File: config.mk
export PLATFORM = sky130hd
export DESIGN_NAME = seq_divider_approx_tt_flat
export DESIGN_NICKNAME = d
export VERILOG_FILES = /design/src/rtl/seq_divider_approx_tt_pkg.sv /design/src/rtl/seq_divider_approx_tt_if.sv /design/src/rtl/seq_divider_approx_tt_sub_cell.sv /design/src/rtl/seq_divider_approx_tt.sv /design/src/flat_wrapper.sv
export SDC_FILE = /design/constraint.sdc
export NUM_CORES = 1
export LEC_CHECK = 0
export ABC_AREA = 1
export CORE_UTILIZATION = 40
export DETAILED_ROUTE_END_ITERATION = 10
export RECOVER_POWER = 100
export SYNTH_ARGS = -nofsm -noshare
export SYNTH_HDL_FRONTEND = slang
export SYNTH_HIERARCHICAL = 1
export SYNTH_SLANG_ARGS = --single-unit
File: constraint.sdc
create_clock -name clk -period 7.4 [get_ports clk]
set_input_delay 0.74 -clock clk [delete_from_list [all_inputs] [get_ports clk]]
set_output_delay 0.74 -clock clk [all_outputs]
set_load 0.1 [all_outputs]
File: src/rtl/seq_divider_approx_tt_pkg.sv
// Shared types and truth-table constants for the approximate sequential divider.
package div_approx_pkg;

  typedef enum logic [1:0] {
    IDLE = 2'd0,
    BUSY = 2'd1,
    DONE = 2'd2
  } state_t;

  // Exact full-subtractor tables, bit index {x,y,bin}
  localparam logic [7:0] EXACT_DIFF_TT      = 8'h96;
  localparam logic [7:0] EXACT_BOUT_TT      = 8'h8E;

  // Reference approximate cell used by the exploration flow
  localparam logic [7:0] AD_113_125_DIFF_TT = 8'hBE;
  localparam logic [7:0] AD_113_125_BOUT_TT = 8'h8E;

endpackage

File: src/rtl/seq_divider_approx_tt_if.sv
// Request/response bundle of the sequential divider.
interface seq_divider_approx_tt_if #(
  parameter int unsigned W = 8
) ();
  logic           in_valid;
  logic           in_ready;
  logic [2*W-1:0] n;
  logic [W-1:0]   d;
  logic           approx_en;
  logic           out_valid;
  logic           out_ready;
  logic [W-1:0]   q;
  logic [W-1:0]   r;
  logic           dbz;
  logic           ovf;
  logic           busy;

  modport master (
    output in_valid, n, d, approx_en, out_ready,
    input  in_ready, out_valid, q, r, dbz, ovf, busy
  );

  modport slave (
    input  in_valid, n, d, approx_en, out_ready,
    output in_ready, out_valid, q, r, dbz, ovf, busy
  );
endinterface

File: src/rtl/seq_divider_approx_tt_sub_cell.sv
// One subtractor column: table-driven difference/borrow plus the restore mux.
module sub_cell_tt
  import div_approx_pkg::*;
#(
  parameter logic [7:0] DIFF_TT = AD_113_125_DIFF_TT,
  parameter logic [7:0] BOUT_TT = AD_113_125_BOUT_TT
) (
  input  logic x,
  input  logic y,
  input  logic bin,
  input  logic qs,
  input  logic sel_approx,
  output logic r_sub,
  output logic bout
);

  logic [2:0] idx;
  logic       diff;

  // Pick exact or approximate table, then keep x when the row does not subtract
  always_comb begin
    idx   = {x, y, bin};
    diff  = sel_approx ? DIFF_TT[idx] : EXACT_DIFF_TT[idx];
    bout  = sel_approx ? BOUT_TT[idx] : EXACT_BOUT_TT[idx];
    r_sub = qs ? diff : x;
  end

endmodule

File: src/rtl/seq_divider_approx_tt.sv
// Radix-2 restoring divider, one quotient bit per cycle through a single W-cell row.
module seq_divider_approx_tt
  import div_approx_pkg::*;
#(
  parameter int unsigned W           = 8,
  parameter int unsigned APPROX_LSBS = 2,
  parameter logic [7:0]  DIFF_TT     = AD_113_125_DIFF_TT,
  parameter logic [7:0]  BOUT_TT     = AD_113_125_BOUT_TT
) (
  input logic                   clk,
  input logic                   rst,
  seq_divider_approx_tt_if.slave bus
);

  localparam int unsigned CW = (W > 1) ? $clog2(W) : 1;

  state_t          state, state_nx;
  logic [W-1:0]    p_reg;
  logic [W-1:0]    low_reg;
  logic [W-1:0]    d_reg;
  logic [W-1:0]    q_acc;
  logic [W-1:0]    q_next;
  logic            mode;
  logic [CW-1:0]   cnt;

  logic            in_ready_r, out_valid_r, busy_r, dbz_r, ovf_r;
  logic [W-1:0]    q_r, r_r;

  logic [W-1:0]    x_row;
  logic [W-1:0]    rem_row;
  logic            guard;
  logic            qbit;
  logic            row_bout;

  // Row input: partial remainder shifted left with the next dividend bit; the bit shifted out is the guard
  assign guard = p_reg[W-1];
  assign x_row = {p_reg[W-2:0], low_reg[cnt]};

  // Ripple subtractor row; each column keeps its own borrow net
  for (genvar c = 0; c < W; c++) begin : g_cell
    localparam bit APPROX_COL = (c < APPROX_LSBS);
    logic bi;
    logic bo;
    logic rs;

    if (c == 0) begin : g_lsb
      assign bi = 1'b0;
    end else begin : g_chain
      assign bi = g_cell[c-1].bo;
    end

    sub_cell_tt #(
      .DIFF_TT (DIFF_TT),
      .BOUT_TT (BOUT_TT)
    ) u_cell (
      .x          (x_row[c]),
      .y          (d_reg[c]),
      .bin        (bi),
      .qs         (qbit),
      .sel_approx (mode & APPROX_COL),
      .r_sub      (rs),
      .bout       (bo)
    );

    assign rem_row[c] = rs;
  end

  assign row_bout = g_cell[W-1].bo;
  assign qbit     = guard | ~row_bout;

  // Quotient accumulator with the current bit merged in
  always_comb begin
    q_next      = q_acc;
    q_next[cnt] = qbit;
  end

  // Next-state logic
  always_comb begin
    state_nx = state;
    unique case (state)
      IDLE:    if (bus.in_valid) state_nx = BUSY;
      BUSY:    if (cnt == '0) state_nx = DONE;
      DONE:    if (bus.out_ready) state_nx = IDLE;
      default: state_nx = IDLE;
    endcase
  end

  // State, status flags and datapath registers
  always_ff @(posedge clk or posedge rst) begin
    if (rst) begin
      state       <= IDLE;
      in_ready_r  <= 1'b1;
      out_valid_r <= 1'b0;
      busy_r      <= 1'b0;
      p_reg       <= '0;
      low_reg     <= '0;
      d_reg       <= '0;
      q_acc       <= '0;
      mode        <= 1'b0;
      cnt         <= '0;
      q_r         <= '0;
      r_r         <= '0;
      dbz_r       <= 1'b0;
      ovf_r       <= 1'b0;
    end else begin
      state       <= state_nx;
      in_ready_r  <= (state_nx == IDLE);
      out_valid_r <= (state_nx == DONE);
      busy_r      <= (state_nx == BUSY);
      unique case (state)
        IDLE: begin
          if (bus.in_valid) begin
            p_reg   <= bus.n[2*W-1:W];
            low_reg <= bus.n[W-1:0];
            d_reg   <= bus.d;
            mode    <= bus.approx_en;
            q_acc   <= '0;
            cnt     <= CW'(W - 1);
            dbz_r   <= (bus.d == '0);
            ovf_r   <= (bus.n[2*W-1:W] >= bus.d);
          end
        end
        BUSY: begin
          p_reg <= rem_row;
          q_acc <= q_next;
          cnt   <= cnt - 1'b1;
          if (cnt == '0) begin
            q_r <= q_next;
            r_r <= rem_row;
          end
        end
        default: ;
      endcase
    end
  end

  assign bus.in_ready  = in_ready_r;
  assign bus.out_valid = out_valid_r;
  assign bus.busy      = busy_r;
  assign bus.q         = q_r;
  assign bus.r         = r_r;
  assign bus.dbz       = dbz_r;
  assign bus.ovf       = ovf_r;

endmodule

File: src/flat_wrapper.sv
// flat-port wrapper written by rule: the top's interface ports become plain ports
module seq_divider_approx_tt_flat import div_approx_pkg::*;
#(
  parameter int unsigned W           = 8,
  parameter int unsigned APPROX_LSBS = 2,
  parameter logic [7:0]  DIFF_TT     = AD_113_125_DIFF_TT,
  parameter logic [7:0]  BOUT_TT     = AD_113_125_BOUT_TT
)
  (clk, rst, bus_in_valid, bus_n, bus_d, bus_approx_en, bus_out_ready, bus_in_ready, bus_out_valid, bus_q, bus_r, bus_dbz, bus_ovf, bus_busy);
  seq_divider_approx_tt_if #(.W(W)) bus_i ();
  input logic clk;
  input logic rst;
  input wire logic [$bits(bus_i.in_valid)-1:0] bus_in_valid;
  input wire logic [$bits(bus_i.n)-1:0] bus_n;
  input wire logic [$bits(bus_i.d)-1:0] bus_d;
  input wire logic [$bits(bus_i.approx_en)-1:0] bus_approx_en;
  input wire logic [$bits(bus_i.out_ready)-1:0] bus_out_ready;
  output wire logic [$bits(bus_i.in_ready)-1:0] bus_in_ready;
  output wire logic [$bits(bus_i.out_valid)-1:0] bus_out_valid;
  output wire logic [$bits(bus_i.q)-1:0] bus_q;
  output wire logic [$bits(bus_i.r)-1:0] bus_r;
  output wire logic [$bits(bus_i.dbz)-1:0] bus_dbz;
  output wire logic [$bits(bus_i.ovf)-1:0] bus_ovf;
  output wire logic [$bits(bus_i.busy)-1:0] bus_busy;
  assign bus_i.in_valid = bus_in_valid;
  assign bus_i.n = bus_n;
  assign bus_i.d = bus_d;
  assign bus_i.approx_en = bus_approx_en;
  assign bus_i.out_ready = bus_out_ready;
  assign bus_in_ready = bus_i.in_ready;
  assign bus_out_valid = bus_i.out_valid;
  assign bus_q = bus_i.q;
  assign bus_r = bus_i.r;
  assign bus_dbz = bus_i.dbz;
  assign bus_ovf = bus_i.ovf;
  assign bus_busy = bus_i.busy;
  seq_divider_approx_tt #(.W(W), .APPROX_LSBS(APPROX_LSBS), .DIFF_TT(DIFF_TT), .BOUT_TT(BOUT_TT)) u_core (.clk(clk), .rst(rst), .bus(bus_i));
endmodule
==> flow_summary.toml, run 1 <==
[critical_path]
r2r_setup_slack_ps = 1240
end_kind = "flop"
timing.critical_path.slowest_stage_cell = "nand2_1"
cpPeakStageDelay_ps = 570
cp.arrival_ps = 6360
critical_path_type = "reg -> reg"
cp.required_ps = 7600
reg2reg_from = "u_core/cnt[1]"
timing.critical_path.from_type = "flop"
crit_path_max_fanout = 24
rr_endpoint = "u_core/p_reg[7]"
reg2reg_depth = 34

[floorplan]
initial_util_pct = 41.2
core_region_area_sq_mm = 0.00868
core.rowCount = 34
boundaryPins = 50
dieArea_sq_mm = 0.00932
chipHeight_microns = 96.5
floorplan.die.width_microns = 96.5

[timing]
final.period_utilization_pct = 83.2
setup_total_negative_slack_ps = 0
finalSetupViolations = 0
report.final.slew_viol_count = 85
max_slew.worst_pin.slew_ps = 3130
clock-skew-final_ps = 9.14
max_clock_freq_ghz = 0.162
final.min_clock_period_ps = 6160
final_hold_viol_count = 0
relSlewSlack_pct = -109
setup_repair_after_global_routing_missed_its_margin = "false"

[place]
detailedPlacementHpwl_mm = 5.76
port_buffers = 49
gp_routability_congestion = 0.807

[clock_tree]
worstSkewPairLatency_ps = 340
tritoncts.num_buffers = 9
clock_tree_root = "clkbuf_8"
numClockSinks = 59
clock_tree_from_tritoncts = "done"
postCtsResizedCells = 0
clk_pin_slew_ps = 70
hold_buffers = 0
clock_tree.buffer_depth = 2
h_tree_depth = 3
post_cts_buffers = 0

[synth]
yosysSeqAreaShare_pct = 41.4
yosysTopAreaCellShare_pct = 40.6
synth_cells = 455
synth_top_flop_cell = "dfrtp_1"
synth.distinct_cells = 26
ys_warn_count = 6
synth_enable_flop_cells = 0
synth-async-reset-ratio_pct = 100
synthTopCellsByArea = "dfrtp_1 41%, nand2_1 13%, ha_1 12%, inv_1 9.3%, o21ai_0 6.4%"
syn-mean-instance-area_sq_um = 7.85
post_synth_instance_area_sq_mm = 0.00357
synth-seq-cells = 59
synth.largest_area_cell = "dfrtp_1"

[detailed_routing]
dr_total_vias = 2971
wl_per_cell_microns = 12.2
drt_drc_violations_left = 0
dr.first_iter.drc_count = 130
post_detailed_route_via_to_cell_ratio = 4.64
totalWireLength_mm = 7.80
final_ant_viol_nets = 0
drtPass1Iterations = 4

[global_route]
grt.total_usage_pct = 18.0
first_global_vias = 2548
initial_antenna_violation_count = 0
grt_max_degree = 60
grt-ovfl-total = 0
grt_first_pass_wirelength_mm = 12.4

[worst_hold_path]
hold_path_class = "reg -> reg"
endpoint_worst_hold = "u_core/bus.q[3]"
min_from = "u_core/bus.q[3]"
whs_path_depth = 2

[finish]
final_cell_mix = "121 x nand2_1, 91 x inv_1, 58 x dfrtp_1"
synthToLayoutAreaGrowth_pct = 22.9
num-nets-final = 590
count_of_inserted_antenna_diode_cells = 0
fraction_of_layout_cells_with_a_size_suffix_above_1_pct = 6.95
layout_commonest_cell = "nand2_1"

[outcome]
run_status = "complete, but fails checks"
violations_in_the_final_reports = "capacitance limit, slew limit"

[job]
drv_cap = 2
worst max path at each step:
stage | startpoint | to | depth (start not counted)
after CTS | u_core/cnt[1] | u_core/p_reg[7] | 34
final | u_core/cnt[1] | u_core/p_reg[7] | 34
after detailed placement | u_core/cnt[1] | u_core/p_reg[7] | 34
after floorplan | u_core/cnt[2] | u_core/p_reg[7] | 34
after global routing | u_core/cnt[1] | u_core/p_reg[7] | 34
after global placement | u_core/cnt[1] | u_core/p_reg[7] | 34
through the flow:
step	instance area, sq um	util [%]	hold WS (ps)	cells	setup slack [ps]
floorplan	3640	-	504	474	2060
global placement	4220	48.7	468	624	1460
detailed placement	4220	48.7	468	624	1180
CTS	4430	51.0	485	640	1160
global route	4390	50.6	501	640	445
finish	4390	50.6	478	640	1240
cells in the mapped netlist (all sizes together), types with 2 or more instances:
cell type    n
a21oi       10
inv         92
o221ai       2
nand2      130
o31ai        2
ha          34
o21ai       53
nand3       21
buf          8
dfrtp       58
o211ai       3
o22ai        7
nor2        23
nand4        9
routing by layer:
| metal | track usage [%] | up-vias | wire [microns] |
|---|---|---|---|
| li1 | - | 1566 | - |
| met1 | 24.4 | 1343 | 3740 |
| met2 | 27.4 | 58 | 3600 |
| met3 | 3.60 | 4 | 399 |
| met4 | 8.58 | 0 | 55 |
| met5 | 0 | - | 0 |
worst max-delay path: cells and delay by family, from the launching register on:
family	cells	cell delay (ps)
flops	1	430
fa+ha+maj	7	1360
simple gates	7	1360
buf+inv	9	870
compound gates	11	1970
area by class of cell:
| type | instances | area [sq um] |
|---|---|---|
| multi-input cells | 315 | 1740 |
| fillers | 850 | 4290 |
| well taps | 108 | 135 |
| repair buffers | 50 | 494 |
| flip-flops and latches | 59 | 1480 |
| clock inverters | 6 | 65.1 |
| clock buffers | 10 | 138 |
| inverters | 92 | 345 |
logic make-up after synthesis:
kind of cell / count (synthesis) / share of synthesized area (%)
AND/OR/NAND/NOR: 184 / 23.2
buffers and inverters: 100 / 11.2
AO/OA/AOI/OAI: 77 / 12.2
flip-flops: 59 / 41.4
adder cells (fa/ha/maj): 34 / 11.9
other: 1 / 0.105
Power of run 1 is left out: the tool's default activity adds up to more than one toggle a clock period on the data nets, which glitch-free logic cannot reach.
==> run 2, diff against run 1 <==
==> constraint.sdc (replaced) <==
create_clock -name clk -period 5.6 [get_ports clk]
set_input_delay 0.56 -clock clk [delete_from_list [all_inputs] [get_ports clk]]
set_output_delay 0.56 -clock clk [all_outputs]
set_load 0.1 [all_outputs]
==> run 2 against run 1 <==
Compared with the run above:
- register-to-register slack lost 760 ps
- the flow still finishes with violations (capacitance limit, slew limit)
- setup slack got worse by 760 ps
- largest cell class unchanged
- worst hold slack improved by 0.91 ps
- maximum frequency up 20%
- critical path type unchanged
- clock-buffer cell count up 2
- final cell count increased by 0.16%
==> flow_summary.toml, run 2 (synthesis gave the netlist of run 1 again) <==
[place]
port_buffers = 49
detailedPlace.worstSlack_ps = -254
gp_routability_congestion = 0.833
detailedPlacementHpwl_mm = 5.98
dp.cells = 625

[critical_path]
cpPeakStageDelay_ps = 440
critical_path.top_delay_family = "compound AO/OA/AOI/OAI gates"
worst_path_most_repeated_cell = "inv_1"
cp.arrival_ps = 5320
crit_path_max_fanout = 22
end_kind = "flop"
timing.critical_path.slowest_stage_cell = "dfrtp_2"
critical_path_buf_inv_count = 10
critical_path_type = "reg -> reg"
timing.critical_path.from_type = "flop"
cp.required_ps = 5810

[timing]
final.period_utilization_pct = 91.4
clock-skew-final_ps = 6.89
worst_hold_slack_ps = 479
relSlewSlack_pct = -115
report.final.slew_viol_count = 85
max_slew.worst_pin.slew_ps = 3220
final.min_clock_period_ps = 5120
finalSetupViolations = 0
final_critical_path_setup_slack_ps = 483
setup_repair_after_global_routing_missed_its_margin = "false"
final_hold_viol_count = 0
max_clock_freq_ghz = 0.195

[finish]
synthToLayoutAreaGrowth_pct = 25.3
fraction_of_layout_cells_with_a_size_suffix_above_1_pct = 10.1
layout.cells.non_filler = 641
multi_input_comb_area_sq_mm = 0.00178
num-fill-cells = 856
num-nets-final = 591
post-route-util_pct = 51.6
regArea_sq_mm = 0.00148
count_of_inserted_antenna_diode_cells = 0
final_cell_mix = "119 x nand2_1, 89 x inv_1, 55 x dfrtp_1"
layout_commonest_cell = "nand2_1"

[detailed_routing]
totalWireLength_mm = 8.28
dr.first_iter.drc_count = 129
final_ant_viol_nets = 0
drtPass1Iterations = 8
dr_total_vias = 3052
drt_drc_violations_left = 0
post_detailed_route_via_to_cell_ratio = 4.76
wl_per_cell_microns = 12.9

[clock_tree]
tritoncts.num_buffers = 9
h_tree_depth = 3
clock_tree_root = "clkbuf_8"
numClockSinks = 59
clk_pin_slew_ps = 70
worstSkewPairLatency_ps = 340
post_cts_buffers = 0
clock_tree_from_tritoncts = "done"
clock_tree.buffer_depth = 2

[outcome]
run_status = "complete, but fails checks"
violations_in_the_final_reports = "capacitance limit, slew limit"

[global_route]
grt.total_usage_pct = 19.8
first_global_vias = 2956
grt_max_degree = 60
grt-ovfl-total = 0
initial_antenna_violation_count = 0
grt_first_pass_wirelength_mm = 13.8

[floorplan]
floorplan.die.width_microns = 96.5
core.rowCount = 34
initial_util_pct = 41.2
chipHeight_microns = 96.5
boundaryPins = 50
dieArea_sq_mm = 0.00932
core_region_area_sq_mm = 0.00868

[job]
drv_cap = 2

[worst_hold_path]
hold_path_class = "reg -> reg"
run 2: cell types whose count changed in the layout (fill, tap and decap cells not counted), moves of 2 or more:
cell      previous run  this run
o21ai_0             50        36
o21ai_1              0         8
nand3_2              8        12
nand2_2              8        10
nand3_1             13         9
inv_2                0         2
dfrtp_1             58        55
o21ai_2              3         9
inv_1               91        89
dfrtp_2              0         3
clkinv_4             2         0
nand2_1            121       119
run 2: metrics by stage:
stage               instance area (sq um)  setup TNS (ps)
floorplan                            3640               0
global placement                     4240               0
detailed placement                   4240           -4510
CTS                                  4470               0
global route                         4480               0
finish                               4480               0
run 2: repair_timing:
| action | in CTS | in global routing |
|---|---|---|
| hold buffers | 0 | 0 |
| gates resized for setup | 6 | 18 |
| endpoints found under the setup margin | 31 | 32 |
| cloned | 0 | 0 |
| pin swaps | 0 | 1 |
| endpoints found under the hold margin | 0 | 0 |
run 2: area by class of cell:
| class | count | share of cell area, % |
|---|---|---|
| clock inverters | 4 | 1.62 |
| clock buffers | 12 | 3.46 |
| multi-input cells | 315 | 39.8 |
| inverters | 92 | 7.71 |
| repair buffers | 51 | 11.3 |
| flip-flops and latches | 59 | 33.1 |
| well taps | 108 | 3.02 |
run 2: worst paths after layout:
path | startpoint | endpoint | slack [ps] | cells past startpoint
max in group asynchronous | rst | u_core/cnt[2] | 1660 | 3
setup / recovery | u_core/cnt[1] | u_core/p_reg[1] | 480 | 33
setup reg to reg | u_core/cnt[1] | u_core/p_reg[1] | 480 | 33
hold / removal | u_core/bus.q[3] | u_core/bus.q[3] | 480 | 2
min in group asynchronous | rst | u_core/bus.q[1] | 1890 | 3
hold reg to reg | u_core/bus.q[3] | u_core/bus.q[3] | 480 | 2
run 2: worst reg2reg max path, delay by kind of cell, from the launching register on:
kind / cells / cell delay [ps]
buffers and inverters: 10 / 970
AOI/OAI and AO/OA: 10 / 1480
adders and majority gates: 7 / 1380
DFF: 1 / 440
and+or+nand+nor: 6 / 710
run 2: routing by layer:
layer | routed length [microns] | global-route usage (%)
met4 | 142 | 7.48
met5 | 0 | 0
met1 | 4040 | 25.9
met3 | 273 | 2.97
met2 | 3830 | 32.9
Power of run 2 is left out for the same reason.
==> run 3, diff against run 2 <==
--- a/config.mk
+++ b/config.mk
@@ -6,6 +6,7 @@
 export NUM_CORES = 1
 export LEC_CHECK = 0
 export ABC_AREA = 1
+export CORE_MARGIN = 1
 export CORE_UTILIZATION = 40
 export DETAILED_ROUTE_END_ITERATION = 10
 export RECOVER_POWER = 100
==> constraint.sdc (replaced) <==
create_clock -name clk -period 6.6 [get_ports clk]
set_input_delay 0.66 -clock clk [delete_from_list [all_inputs] [get_ports clk]]
set_output_delay 0.66 -clock clk [all_outputs]
set_load 0.1 [all_outputs]
==> run 3 against run 2 <==
Compared with the run above:
- the flow still finishes with violations (capacitance limit, slew limit)
- clock-buffer cell count did not move
- die area did not move
- final cell count rose by 0.31%
- global-route usage fell by 0.62 points
- critical path type unchanged
- largest cell class unchanged
- highest routed layer unchanged
==> flow_summary.toml, run 3 (synthesis gave the netlist of run 1 again) <==
[detailed_routing]
topRoutingLayerUsed = "met4"
post_detailed_route_via_to_cell_ratio = 4.74
drtPass1Iterations = 4
drt_drc_violations_left = 0
routedLengthMet1_mm = 3.99
dr.first_iter.drc_count = 103
wl_per_cell_microns = 12.9
wl_met3_microns = 384
final_ant_viol_nets = 0
totalWireLength_mm = 8.26
wl_met2_mm = 3.78
dr_total_vias = 3050

[timing]
final.min_clock_period_ps = 5820
max_clock_freq_ghz = 0.172
report.final.slew_viol_count = 85
final_critical_path_setup_slack_ps = 781
final_hold_viol_count = 0
clock-skew-final_ps = 12.1
setup_repair_after_global_routing_missed_its_margin = "false"
final.period_utilization_pct = 88.2
relSlewSlack_pct = -112
max_slew.worst_pin.slew_ps = 3180
finalSetupViolations = 0
setup_total_negative_slack_ps = 0

[floorplan]
floorplan.die.width_microns = 96.5
dieArea_sq_mm = 0.00932
core_region_area_sq_mm = 0.00868
chipHeight_microns = 96.5
core.rowCount = 34
boundaryPins = 50
initial_util_pct = 41.2

[global_route]
grt_first_pass_wirelength_mm = 13.2
grt_max_degree = 60
initial_antenna_violation_count = 0
first_global_vias = 2762
grt.total_usage_pct = 19.2
grt-ovfl-total = 0

[clock_tree]
clk_pin_slew_ps = 70
clock_tree.buffer_depth = 2
tritoncts.num_buffers = 9
clock_tree_from_tritoncts = "done"
numClockSinks = 59
worstSkewPairLatency_ps = 350
h_tree_depth = 3
clock_tree_root = "clkbuf_8"

[finish]
num-fill-cells = 883
layout.cells.non_filler = 643
num-nets-final = 593
final_cell_mix = "120 x nand2_1, 91 x inv_1, 58 x dfrtp_1"
synthToLayoutAreaGrowth_pct = 24.2
fraction_of_layout_cells_with_a_size_suffix_above_1_pct = 6.73
count_of_inserted_antenna_diode_cells = 0
layout_commonest_cell = "nand2_1"

[critical_path]
timing.critical_path.from_type = "flop"
cpPeakStageDelay_ps = 450
crit_path_max_fanout = 9
critical_path_type = "reg -> reg"
end_kind = "flop"
cp.required_ps = 6810
cp.arrival_ps = 6030
timing.critical_path.slowest_stage_cell = "dfrtp_1"

[outcome]
run_status = "complete, but fails checks"
violations_in_the_final_reports = "capacitance limit, slew limit"

[worst_hold_path]
hold_path_class = "reg -> reg"

[job]
drv_cap = 2

[place]
detailedPlace.worstSlack_ps = 543
detailedPlacementHpwl_mm = 6.00
gp_routability_congestion = 0.840
port_buffers = 49
dp.cells = 625
==> run 3: cell types whose count changed in the layout (fill, tap and decap cells not counted), sizes merged <==
cell	previous run	this run
bufinv	2	3
clkbuf	13	15
clkinv	2	1
==> run 3: metrics by stage <==
stage / utilization, % / instance area (sq um) / hold slack (ps)
2_1_floorplan: - / 3640 / 504
3_3_place_gp: 48.7 / 4230 / 466
3_5_place_dp: 48.7 / 4230 / 467
4_1_cts: 51.5 / 4470 / 483
5_1_grt: 51.1 / 4440 / 499
6_report: 51.1 / 4440 / 475
==> run 3: worst paths after layout <==
path / from / endpoint / slack [ps] / depth (start not counted)
setup reg to reg: u_core/cnt[2] / u_core/q_acc[4] / 780 / 31
hold / removal: u_core/bus.q[4] / u_core/bus.q[4] / 480 / 2
hold reg to reg: u_core/bus.q[4] / u_core/bus.q[4] / 480 / 2
setup / recovery: u_core/cnt[2] / u_core/q_acc[4] / 780 / 31
max in group asynchronous: rst / u_core/p_reg[1] / 2840 / 3
min in group asynchronous: rst / u_core/bus.q[7] / 1970 / 3
==> run 3: metal layers <==
layer,up-vias,global-route usage [%]
li1,1559,-
met1,1411,26.3
met2,68,29.2
met3,12,5.16
met4,0,6.25
met5,-,0
==> run 3: cell type report <==
class / instances / area, sq um / area share [%]
multi-input combinational: 315 / 1720 / 38.8
sequential: 59 / 1480 / 33.3
timing repair buffer: 53 / 514 / 11.6
inverter: 92 / 345 / 7.78
clock buffer: 12 / 145 / 3.27
tap: 108 / 135 / 3.05
clock inverter: 4 / 97.6 / 2.20
==> run 3: repair_timing <==
action,in CTS,in global routing
hold buffers,0,0
endpoints found under the setup margin,0,18
resized for setup,0,2
buffers inserted,0,2
==> run 3: critical path, delay by kind of cell, from the launching register on <==
kind	cells	cell delay, ps
AO/OA/AOI/OAI	11	2340
buffers and inverters	9	1000
AND/OR/NAND/NOR	4	480
flip-flops	1	450
adder cells (fa/ha/maj)	7	1390
Power of run 3 is left out for the same reason.
